File: config.mk
export PLATFORM = sky130hd
export DESIGN_NAME = bcd_seq_converter
export DESIGN_NICKNAME = d
export VERILOG_FILES = /design/src/rtl/bcd_pkg.sv /design/src/rtl/bcd_add3.sv /design/src/rtl/bcd_seq_converter.sv
export SDC_FILE = /design/constraint.sdc
export NUM_CORES = 1
export LEC_CHECK = 0
export ABC_CLOCK_PERIOD_IN_PS = 2200
export BUFFER_PORTS_ARGS = -buffer_cell sky130_fd_sc_hd__buf_2
export CAP_MARGIN = 5
export CORE_UTILIZATION = 55
export CTS_CLUSTER_DIAMETER = 200
export CTS_CLUSTER_SIZE = 20
export DETAILED_ROUTE_END_ITERATION = 12
export HOLD_SLACK_MARGIN = 0.02
export PLACE_DENSITY = 0.8
export SLEW_MARGIN = 20
export SYNTH_ARGS = -nofsm -noshare
export SYNTH_HDL_FRONTEND = slang
export SYNTH_HIERARCHICAL = 1
export SYNTH_SLANG_ARGS = --single-unit
File: constraint.sdc
create_clock -name clock -period 2.2 [get_ports clock]
set_input_delay 0.44 -clock clock [delete_from_list [all_inputs] [get_ports clock]]
set_output_delay 0.44 -clock clock [all_outputs]
set_load 0.05 [all_outputs]
File: src/rtl/bcd_pkg.sv
// Shared constants and types for the sequential binary-to-BCD converter.
package bcd_pkg;

    localparam int DIGIT_W        = 4;
    localparam int ADD3_THRESHOLD = 5;
    localparam int DIGITS_DEFAULT = 8;
    localparam int WIDTH_DEFAULT  = 28;
    // One extra scratch digit catches values above the displayable range.
    localparam int SCRATCH_DIGITS = DIGITS_DEFAULT + 1;

    typedef enum logic [1:0] {
        IDLE = 2'd0,
        CONV = 2'd1,
        DONE = 2'd2
    } state_e;

endpackage

File: src/rtl/bcd_add3.sv
// Double-dabble digit correction: add 3 to a BCD digit that is 5 or more.
module bcd_add3
    import bcd_pkg::*;
(
    input  logic [DIGIT_W-1:0] bin_i,
    output logic [DIGIT_W-1:0] bcd_o
);

    always_comb begin
        bcd_o = bin_i;
        if (bin_i >= DIGIT_W'(ADD3_THRESHOLD))
            bcd_o = bin_i + DIGIT_W'(3);
    end

endmodule

File: src/rtl/bcd_seq_converter.sv
// Multi-cycle shift-add-3 binary-to-BCD converter; digits, blank mask and
// overflow are updated together on a single-cycle done pulse.
module bcd_seq_converter
    import bcd_pkg::*;
#(
    parameter int WIDTH  = WIDTH_DEFAULT,
    parameter int DIGITS = SCRATCH_DIGITS - 1
) (
    input  logic                      clock,
    input  logic                      reset,
    input  logic                      start,
    input  logic [WIDTH-1:0]          binario,
    output logic                      busy,
    output logic                      done,
    output logic [DIGIT_W*DIGITS-1:0] digits,
    output logic [DIGITS-1:0]         blank,
    output logic                      overflow
);

    localparam int SCR_W = DIGIT_W * (DIGITS + 1);
    localparam int SR_W  = SCR_W + WIDTH;
    localparam int CNT_W = $clog2(WIDTH + 1);
    localparam int DIG_W = DIGIT_W * DIGITS;

    state_e             state_q;
    logic [SR_W-1:0]    sr_q, sr_d;
    logic [CNT_W-1:0]   cnt_q;
    logic               busy_q, done_q, ovf_q;
    logic [DIG_W-1:0]   digits_q, dig_d;
    logic [DIGITS-1:0]  blank_q, blank_d;
    logic [SCR_W-1:0]   scr_adj;
    logic               lz_run;

    genvar g;
    generate
        for (g = 0; g < DIGITS + 1; g++) begin : g_add3
            bcd_add3 u_add3 (
                .bin_i (sr_q[WIDTH + g*DIGIT_W +: DIGIT_W]),
                .bcd_o (scr_adj[g*DIGIT_W +: DIGIT_W])
            );
        end
    endgenerate

    // The adjusted top scratch bit is shifted out; it is always 0 for WIDTH-bit inputs.
    assign sr_d  = SR_W'({scr_adj, sr_q[WIDTH-1:0]} << 1);
    assign dig_d = sr_q[WIDTH +: DIG_W];

    always_comb begin
        blank_d = '0;
        lz_run  = 1'b1;
        for (int i = DIGITS - 1; i >= 0; i--) begin
            lz_run     = lz_run & (dig_d[i*DIGIT_W +: DIGIT_W] == '0);
            blank_d[i] = lz_run;
        end
        blank_d[0] = 1'b0;
    end

    always_ff @(posedge clock) begin
        if (reset) begin
            state_q  <= IDLE;
            sr_q     <= '0;
            cnt_q    <= '0;
            busy_q   <= 1'b0;
            done_q   <= 1'b0;
            digits_q <= '0;
            blank_q  <= {{(DIGITS-1){1'b1}}, 1'b0};
            ovf_q    <= 1'b0;
        end else begin
            done_q <= 1'b0;
            case (state_q)
                IDLE: begin
                    if (start) begin
                        sr_q    <= {{SCR_W{1'b0}}, binario};
                        cnt_q   <= '0;
                        busy_q  <= 1'b1;
                        state_q <= CONV;
                    end
                end
                CONV: begin
                    sr_q  <= sr_d;
                    cnt_q <= cnt_q + 1'b1;
                    if (cnt_q == CNT_W'(WIDTH - 1))
                        state_q <= DONE;
                end
                DONE: begin
                    digits_q <= dig_d;
                    ovf_q    <= (sr_q[WIDTH + DIG_W +: DIGIT_W] != '0);
                    blank_q  <= blank_d;
                    done_q   <= 1'b1;
                    busy_q   <= 1'b0;
                    state_q  <= IDLE;
                end
                default: state_q <= IDLE;
            endcase
        end
    end

    assign busy     = busy_q;
    assign done     = done_q;
    assign digits   = digits_q;
    assign blank    = blank_q;
    assign overflow = ovf_q;

endmodule
==> results.md, run 1 <==
* Status: finished, final reports clean
* Drt wl/cell at 13.60 um
* Worst Skew at 11.66 ps
* Total CTS buffers at 17
* CTS tree: done
* Post-Syn Area at 0.004956 mm^2
* PortBufs at 72
* GR Util met2 at 41.17%
* Endpoint class of the critical path: flip-flop
* Lkg Pwr at 2.545 nW
* Max incr delay on CP at 790 ps
* GR Util met3 at 5.347%
* Area Overhead vs Synth at 18.40%
* Worst skew pair latency at 510 ps
* Max cap viols at 0
* Crit path required time at 2590 ps
* Die W at 96.93 um
* CTS H-Tree Depth at 4
* Post-Syn Instances at 595
* Starting Density at 56.83%
* Tot Pwr at 4.861 mW
* Non-Filler Instances at 781
* Mean Syn Cell Area at 8.329 um^2
* Storage cell area at 0.002262 mm^2
* Detailed Route Iter0 Violations at 197
* Final hold violation count at 0
* Post-DP HPWL at 6.659 mm
* Num ports at 74
* Core area at 0.008721 mm^2
* Vias in the first global route at 4096
* Vias per cell at 5.425
* HP Start: binario[14]
* Fin. max-slew vios at 0
* GRT Total Usage at 23.96%
* Gpl congestion at 0.7924
* Largest net degree at the start of global routing at 77
* Ant diodes at 0
* Post-Syn Nets at 645
* Detail Route Antenna Nets at 0
* Pin slew with the least headroom to its limit at 958.5 ps
* CTS root buf: clkbuf_8
* Layout cell share with drive strength beyond 1 at 18.57%
* Cell count after placement at 748
* Filler Cell Count at 698
* Slowest cell on the critical path: or3b_1
* Post_cts resized at 0
* Worst hold path type: in2reg
* DRC Markers at 0
* Crit Path Max Fanout at 29
* Critical path class: reg2reg
* Setup TNS at 0 ps
* Crit path from: state_q[0]$_SDFFE_PP0P_
* Via count at 4237
* Die Area at 0.009394 mm^2
* Critical-path cell list: or3b_1 -> nor2_1 -> nor4_1
* CTS sink cnt at 113
* PwrDens at 828.4 mW/mm^2
* WL final at 10.62 mm
* VDD IR max at 544.7 uV
* Clock tree buffer depth at 2
* First-pass GRT wire length at 18.47 mm
* Fin crit share at 81.14%
* First-pass iteration count of the detailed router at 4
* Maximum clock rate at 560.2 MHz
* CP startpoint kind: flip-flop
* Post-layout net count at 710
* Relative slew slack at 36.10%
* Arr. time, crit path at 2180 ps
* Tmin final at 1785 ps
* Multi-input logic area at 0.002421 mm^2
* Setup violators final at 0
* GR Util met1 at 29.16%
* Dpl cell area at 0.005314 mm^2
* Clock-pin slew on the worst setup and hold paths at 60 ps
* Hold-fix buffers, CTS at 0
* Initial antenna violation count at 0
* Ys Warns at 6
* Layout Cell Area excl Fill at 0.005868 mm^2
* Num rows at 34
* GRT overflow at 0
* Die Height at 96.93 um
* Critical R2R Launch: state_q[0]$_SDFFE_PP0P_
* Setup Fix Bufs, Post-CTS at 0
* RSZ-0062 raised after global routing: no
* Most Crowded Layer GR: met2
==> worst paths after layout <==
check                       endpoint  slack, ps  cells past startpoint
min reg2reg  digits[20]$_SDFFE_PP0P_        450                      2
min            sr_q[14]$_SDFFE_PP0P_        220                      3
max            sr_q[10]$_SDFFE_PP0P_        410                      3
max reg2reg    sr_q[10]$_SDFFE_PP0P_        410                      3
==> per-stage QoR <==
stage | worst slack, ps | hold WS [ps] | utilization, %
4_1_cts | 137.5 | 198.6 | 67.12
3_3_place_gp | 94.37 | 439.9 | 60.93
3_5_place_dp | 22.37 | 444.8 | 60.93
2_1_floorplan | 810.1 | 443.1 | -
5_1_grt | 207.4 | 208.9 | 67.29
6_report | 414.9 | 220.8 | 67.29
==> power by group <==
group / internal, mW / total, mW / switching, mW
combinational: 0.0915 / 0.255 / 0.164
sequential: 2.11 / 2.14 / 0.0341
clock: 1.54 / 2.47 / 0.922
==> flip-flops by register name, indices dropped and copies added (netlist names) <==
name,flops
cnt_q,5
sr_q,64
digits,32
busy,1
done,1
blank,7
overflow,1
state_q,2
==> critical path, delay by kind of cell (launching register included) <==
kind | cells | cell delay [ps]
AND/OR/NAND/NOR | 3 | 1200
flip-flops | 1 | 460
==> cell usage in the layout (no fill, tap or decap), types with 2 or more instances in the layout <==
| cell type | count |
|---|---|
| buf_2 | 72 |
| nor4_1 | 33 |
| nand2b_1 | 19 |
| nor2_1 | 93 |
| o21ai_0 | 13 |
| o21ai_1 | 8 |
| dfxtp_1 | 113 |
| xnor2_1 | 9 |
| a21oi_1 | 45 |
| mux2i_1 | 9 |
| or3_1 | 2 |
| nand3_1 | 3 |
| ha_1 | 19 |
| nor3_1 | 3 |
| a21oi_2 | 9 |
| clkbuf_16 | 16 |
| inv_1 | 20 |
| clkinv_2 | 5 |
| buf_4 | 8 |
| clkbuf_1 | 3 |
| clkinvlp_4 | 3 |
| nand2_1 | 107 |
| a22o_1 | 37 |
| clkbuf_8 | 3 |
==> cell type report <==
| type | instances | share of cell area [%] |
|---|---|---|
| Multi-Input combinational cell | 427 | 41.26 |
| Sequential cell | 113 | 38.55 |
| Clock buffer | 22 | 7.719 |
| Timing Repair Buffer | 81 | 7.420 |
| Tap cell | 108 | 2.303 |
| Clock inverter | 10 | 1.471 |
| Inverter | 20 | 1.279 |
==> per-layer routing <==
metal / wire length [um] / up-vias
met4: 85 / 0
li1: - / 2152
met3: 385 / 5
met2: 5369 / 90
met1: 4780 / 1990
met5: 0 / -
Power figures use the tool's default switching activity.
==> inputs of run 2 (changes only) <==
ABC_AREA = 1   (was not set)
ABC_CLOCK_PERIOD_IN_PS = 1400   (was 2200)
CORE_UTILIZATION = 52   (was 55)
PLACE_DENSITY = 0.79   (was 0.8)
clock period = 1.4 ns   (was 2.2 ns; I/O delays follow)
==> results.md, run 2 <==
* Fin crit share at 98.14%
* RSZ-0062 raised after global routing: yes
* Ant diodes at 0 (unchanged)
* Arr. time, crit path at 1090 ps (-1090 ps)
* Fin. max-slew vios at 0 (unchanged)
* Starting Density at 54.17% (-2.7 points)
* Post-layout net count at 845 (+19%)
* Worst skew pair latency at 510 ps (about the same)
* Hold path cells at 3 (unchanged)
* Critical path class: reg2out
* GRT Total Usage at 25.36% (+1.4 points)
* Cell count after placement at 907 (+21%)
* Vias per cell at 5.276 (-2.8%)
* Status: finished, final reports clean
* Delay-heaviest family, CP: flip-flops
* Vias in the first global route at 4789 (+17%)
* Mean Syn Cell Area at 7.591 um^2 (-8.9%)
* Gpl congestion at 0.9566 (+21%)
* Detailed Route Iter0 Violations at 200 (+1.5%)
* Tot Pwr at 8.455 mW (+74%)
* Drt wl/cell at 13.86 um (+1.9%)
* Maximum clock rate at 727.8 MHz
* First-pass GRT wire length at 21.05 mm (+14%)
* Crit path required time at 1120 ps (-1470 ps)
* Max cap viols at 0 (unchanged)
* Tmin final at 1374 ps
* Clock tree buffer depth at 2 (unchanged)
* Total CTS buffers at 17 (unchanged)
* Die Height at 103.4 um (+6.7%)
* CTS tree: done
* Core Util, Final at 69.05% (+1.8 points)
* Max reg flops at 64 (unchanged)
* Reg-to-reg slack, setup at 60 ps (-350 ps)
* CTS sink cnt at 113 (unchanged)
* PortBufs at 72 (unchanged)
* Lkg Pwr at 2.745 nW (+7.9%)
* Multi-input logic area at 0.002686 mm^2 (+11%)
* Die Area at 0.01069 mm^2 (+14%)
* WL final at 13.03 mm (+23%)
* Via count at 4959 (+17%)
* Die W at 103.4 um (+6.7%)
* Ys Warns at 6 (unchanged)
* Crit path depth at 1 (-2)
* GRT overflow at 0 (unchanged)
* Post-Syn Nets at 754 (+17%)
* Post-DP HPWL at 8.517 mm (+28%)
* PwrDens at 1241 mW/mm^2 (+50%)
* Commonest non-fill, non-tap cell in the layout: nand2_1
* Endpoint class of the critical path: output pin
* Crit Path Max Fanout at 2 (-93%)
* Filler Cell Count at 746 (+6.9%)
* Area Overhead vs Synth at 27.46%
* Core area at 0.009864 mm^2 (+13%)
* Storage cell area at 0.002285 mm^2 (+1.0%)
* Non-Filler Instances at 940 (+20%)
* Slowest cell on the critical path: dfxtp_1
* Max incr delay on CP at 360 ps (-430 ps)
* CTS root buf: clkbuf_8
* Worst hold path type: in2reg
* Place WS at -19.77 ps (-42.15 ps)
* Worst path bufs/invs at 1 (+1)
* Crit path setup slack, layout at 26.03 ps (-388.9 ps)
* Clock-pin slew on the worst setup and hold paths at 60 ps (about the same)
* CP startpoint kind: flip-flop
* Post-Syn Area at 0.005344 mm^2 (+7.8%)
* Setup TNS at 0 ps (unchanged)
* Largest net degree at the start of global routing at 48 (-38%)
* First-pass iteration count of the detailed router at 4 (unchanged)
* Commonest non-fill, non-tap cells in the layout: nand2_1, dfxtp_1, a21oi_1
* Num rows at 36 (+5.9%)
* VDD IR max at 971.8 uV (+78%)
* Setup violators final at 0 (unchanged)
* Critical-path cell list: buf_4
* Largest reg by FF count: sr_q
* Worst Skew at 7.219 ps (-4.444 ps)
* R2R depth at 7 (+4)
* Layout cell share with drive strength beyond 1 at 28.87% (+10 points)
* Final hold violation count at 0 (unchanged)
* DRC Markers at 0 (unchanged)
* Num ports at 74 (unchanged)
* Detail Route Antenna Nets at 0 (unchanged)
* CTS H-Tree Depth at 4 (unchanged)
* Post-Syn Instances at 704 (+18%)
* Initial antenna violation count at 0 (unchanged)
run 2: path summary, 6_finish.rpt:
| check | start | end |
|---|---|---|
| setup / recovery | digits[2]$_SDFFE_PP0P_ | digits[2] |
| hold / removal | start | busy$_SDFFE_PP0P_ |
| setup reg to reg | sr_q[52]$_SDFFE_PP0P_ | sr_q[54]$_SDFFE_PP0P_ |
| hold reg to reg | sr_q[12]$_SDFFE_PP0P_ | sr_q[12]$_SDFFE_PP0P_ |
run 2: layer usage:
| layer | up-vias | wire [um] | GRT usage, % |
|---|---|---|---|
| li1 | 2464 | - | - |
| met1 | 2330 | 5672 | 29.00 |
| met2 | 139 | 6490 | 44.17 |
| met3 | 26 | 644 | 6.653 |
| met4 | 0 | 221 | 11.81 |
| met5 | - | 0 | 0 |
run 2: final cells by class:
| type | count | area share [%] |
|---|---|---|
| Clock buffer | 17 | 6.080 |
| Clock inverter | 14 | 3.159 |
| Inverter | 81 | 4.464 |
| Multi-Input combinational cell | 479 | 39.44 |
| Sequential cell | 113 | 33.54 |
| Tap cell | 133 | 2.443 |
| Timing Repair Buffer | 103 | 10.87 |
run 2: metrics by stage:
step	cell area, um^2	hold WS (ps)
CTS	6634	25.95
finish	6812	48.92
global placement	5956	437.6
detailed placement	5956	444.8
global route	6812	63.69
floorplan	5344	424.9
run 2: timing repair:
action	4_1_cts	5_1_grt
gates resized for setup	17	79
hold buffers	1	0
endpoints found under the setup margin	20	61
buffers inserted	0	1
hold endpoints to repair	1	0
pin swaps	0	16
run 2: power by group:
part           switching (mW)  leakage, nW  internal [mW]
Combinational           0.348         1.53          0.182
Sequential             0.0283        0.925           3.30
Clock                    1.54        0.292           3.05
Total                    1.92         2.74           6.54
==> inputs of run 3 (changes only) <==
ABC_AREA = 0   (was 1)
CORE_UTILIZATION = 51   (was 52)
PLACE_DENSITY = 0.78   (was 0.79)
==> results.md, run 3 (synthesis gave the netlist of run 1 again) <==
* GR Util met1 at 29.37% (+0.37 points)
* GR Util met2 at 41.62% (-2.5 points)
* Die W at 100.6 um (-2.7%)
* Worst skew pair latency at 510 ps (about the same)
* PwrDens at 1294 mW/mm^2 (+4.3%)
* Layout cell share with drive strength beyond 1 at 28.29% (-0.58 points)
* Crit Path Max Fanout at 7 (+5)
* VDD IR max at 792.5 uV (-18%)
* CP startpoint kind: flip-flop
* Hold path cells at 3 (unchanged)
* Endpoint class of the critical path: flip-flop
* Max cap viols at 0 (unchanged)
* Total CTS buffers at 17 (unchanged)
* Largest reg by FF count: sr_q
* Fin crit share at 100.7% (+2.5 points)
* R2R depth at 6 (-1)
* Hold slack at 46.38 ps (-2.531 ps)
* Die Height at 100.6 um (-2.7%)
* Final hold violation count at 0 (unchanged)
* Drt wl/cell at 14.07 um (+1.5%)
* Starting Density at 53.13% (-1.0 points)
* DRC Markers at 0 (unchanged)
* Critical R2R Launch: sr_q[56]$_SDFFE_PP0P_
* Storage cell area at 0.002290 mm^2 (+0.22%)
* Worst hold path type: in2reg
* Lkg Pwr at 2.821 nW (+2.8%)
* Failing checks: negative setup slack
* Die Area at 0.01012 mm^2 (-5.3%)
* Largest net degree at the start of global routing at 54 (+13%)
* Clock-pin slew on the worst setup and hold paths at 60 ps (about the same)
* Commonest non-fill, non-tap cell in the layout: nand2_1
* GRT Total Usage at 24.31% (-1.0 points)
* Max reg flops at 64 (unchanged)
* Reg-to-reg slack, setup at -9 ps (-70 ps)
* CTS tree: done
* Arr. time, crit path at 1860 ps (+770 ps)
* Vias in the first global route at 4344 (-9.3%)
* Crit path required time at 1860 ps (+740 ps)
* Crit path capture: sr_q[58]$_SDFFE_PP0P_
* Core Util, Final at 70.89% (+1.8 points)
* Critical path class: reg2reg
* Cell count after placement at 800 (-12%)
* CTS sink cnt at 113 (unchanged)
* CTS H-Tree Depth at 4 (unchanged)
* Filler Cell Count at 658 (-12%)
* Num rows at 35 (-2.8%)
* CTS root buf: clkbuf_8
* Tmin final at 1409 ps (+35.46 ps)
* Setup violators final at 1 (+1)
* Maximum clock rate at 709.5 MHz (-2.5%)
* Multi-input logic area at 0.002575 mm^2 (-4.1%)
* Gpl congestion at 0.8167 (-15%)
* GR Util met3 at 4.993% (-1.7 points)
* Most Crowded Layer GR: met2
* Worst Skew at 6.517 ps (-0.7015 ps)
* RSZ-0062 raised after global routing: yes
* WL final at 11.76 mm (-9.7%)
* Status: complete, but fails checks
* Detail Route Antenna Nets at 0 (unchanged)
* Vias per cell at 5.312 (+0.70%)
* Commonest non-fill, non-tap cells in the layout: nand2_1, dfxtp_1, nor2_1
* Non-Filler Instances at 836 (-11%)
* Fin. max-slew vios at 0 (unchanged)
* First-pass iteration count of the detailed router at 5 (+1)
* Clock tree buffer depth at 2 (unchanged)
* Place WS at -61.32 ps (-41.55 ps)
* PortBufs at 72 (unchanged)
* Post-layout net count at 744 (-12%)
* Crit path from: sr_q[56]$_SDFFE_PP0P_
* Core area at 0.009328 mm^2 (-5.4%)
* Post-DP HPWL at 7.123 mm (-16%)
* Area Overhead vs Synth at 33.43%
* Num ports at 74 (unchanged)
* Initial antenna violation count at 0 (unchanged)
* GRT overflow at 0 (unchanged)
* Ant diodes at 0 (unchanged)
* Critical R2R Capture: sr_q[58]$_SDFFE_PP0P_
* Via count at 4441 (-10%)
* First-pass GRT wire length at 19.45 mm (-7.6%)
* Crit path setup slack, layout at -9.426 ps (-35.46 ps)
* Detailed Route Iter0 Violations at 240 (+20%)
==> run 3: cell type report <==
| class | count | share of cell area (%) |
|---|---|---|
| timing repair buffer | 115 | 12.87 |
| tap | 129 | 2.441 |
| clock inverter | 12 | 3.103 |
| multi-input combinational | 427 | 38.94 |
| clock buffer | 20 | 6.887 |
| sequential | 113 | 34.63 |
| inverter | 20 | 1.135 |
==> run 3: what timing repair did <==
action | CTS | global route
hold buffers | 1 | 0
pin swaps | 4 | 14
endpoints found under the setup margin | 72 | 72
endpoints found under the hold margin | 1 | 0
gates resized for setup | 30 | 60
setup buffers | 3 | 0
==> run 3: worst max-delay path: stages, from the launching register on <==
cell      delay (ps)
dfxtp_2          360
inv_1            100
ha_2             240
nand2b_4          70
a21oi_2          180
mux2i_1          240
a22o_1           150
==> run 3: how the worst min path moves through the flow <==
| stage | start | to | slack, ps |
|---|---|---|---|
| 2_1_floorplan | binario[0] | sr_q[0]$_SDFFE_PP0P_ | 420 |
| 3_3_place_gp | digits[23]$_SDFFE_PP0P_ | digits[23]$_SDFFE_PP0P_ | 440 |
| 3_5_place_dp | digits[31]$_SDFFE_PP0P_ | digits[31]$_SDFFE_PP0P_ | 440 |
| 4_1_cts | binario[11] | sr_q[11]$_SDFFE_PP0P_ | 30 |
| 5_1_grt | binario[21] | sr_q[21]$_SDFFE_PP0P_ | 40 |
| 6_report | binario[11] | sr_q[11]$_SDFFE_PP0P_ | 50 |
==> run 3: through the flow <==
stage	instance area, um^2	TNS, ps	total power [mW]
2_1_floorplan	4956	0	3.732
3_3_place_gp	5635	0	3.863
3_5_place_dp	5635	-525.5	3.878
4_1_cts	6397	0	8.598
5_1_grt	6613	-150.7	8.827
6_report	6613	-9.426	8.557
==> run 3: metal layers <==
metal	wire [um]	part of all wire, %
met5	0	0
met4	253	2.2
met3	349	3.0
met2	5867	50
met1	5288	45
==> run 3: where the power goes <==
part | internal [mW] | leakage [nW] | switching [mW] | total, mW
registers | 3.30 | 0.927 | 0.0557 | 3.36
clock network | 3.21 | 0.306 | 1.51 | 4.73
logic | 0.196 | 1.59 | 0.276 | 0.471
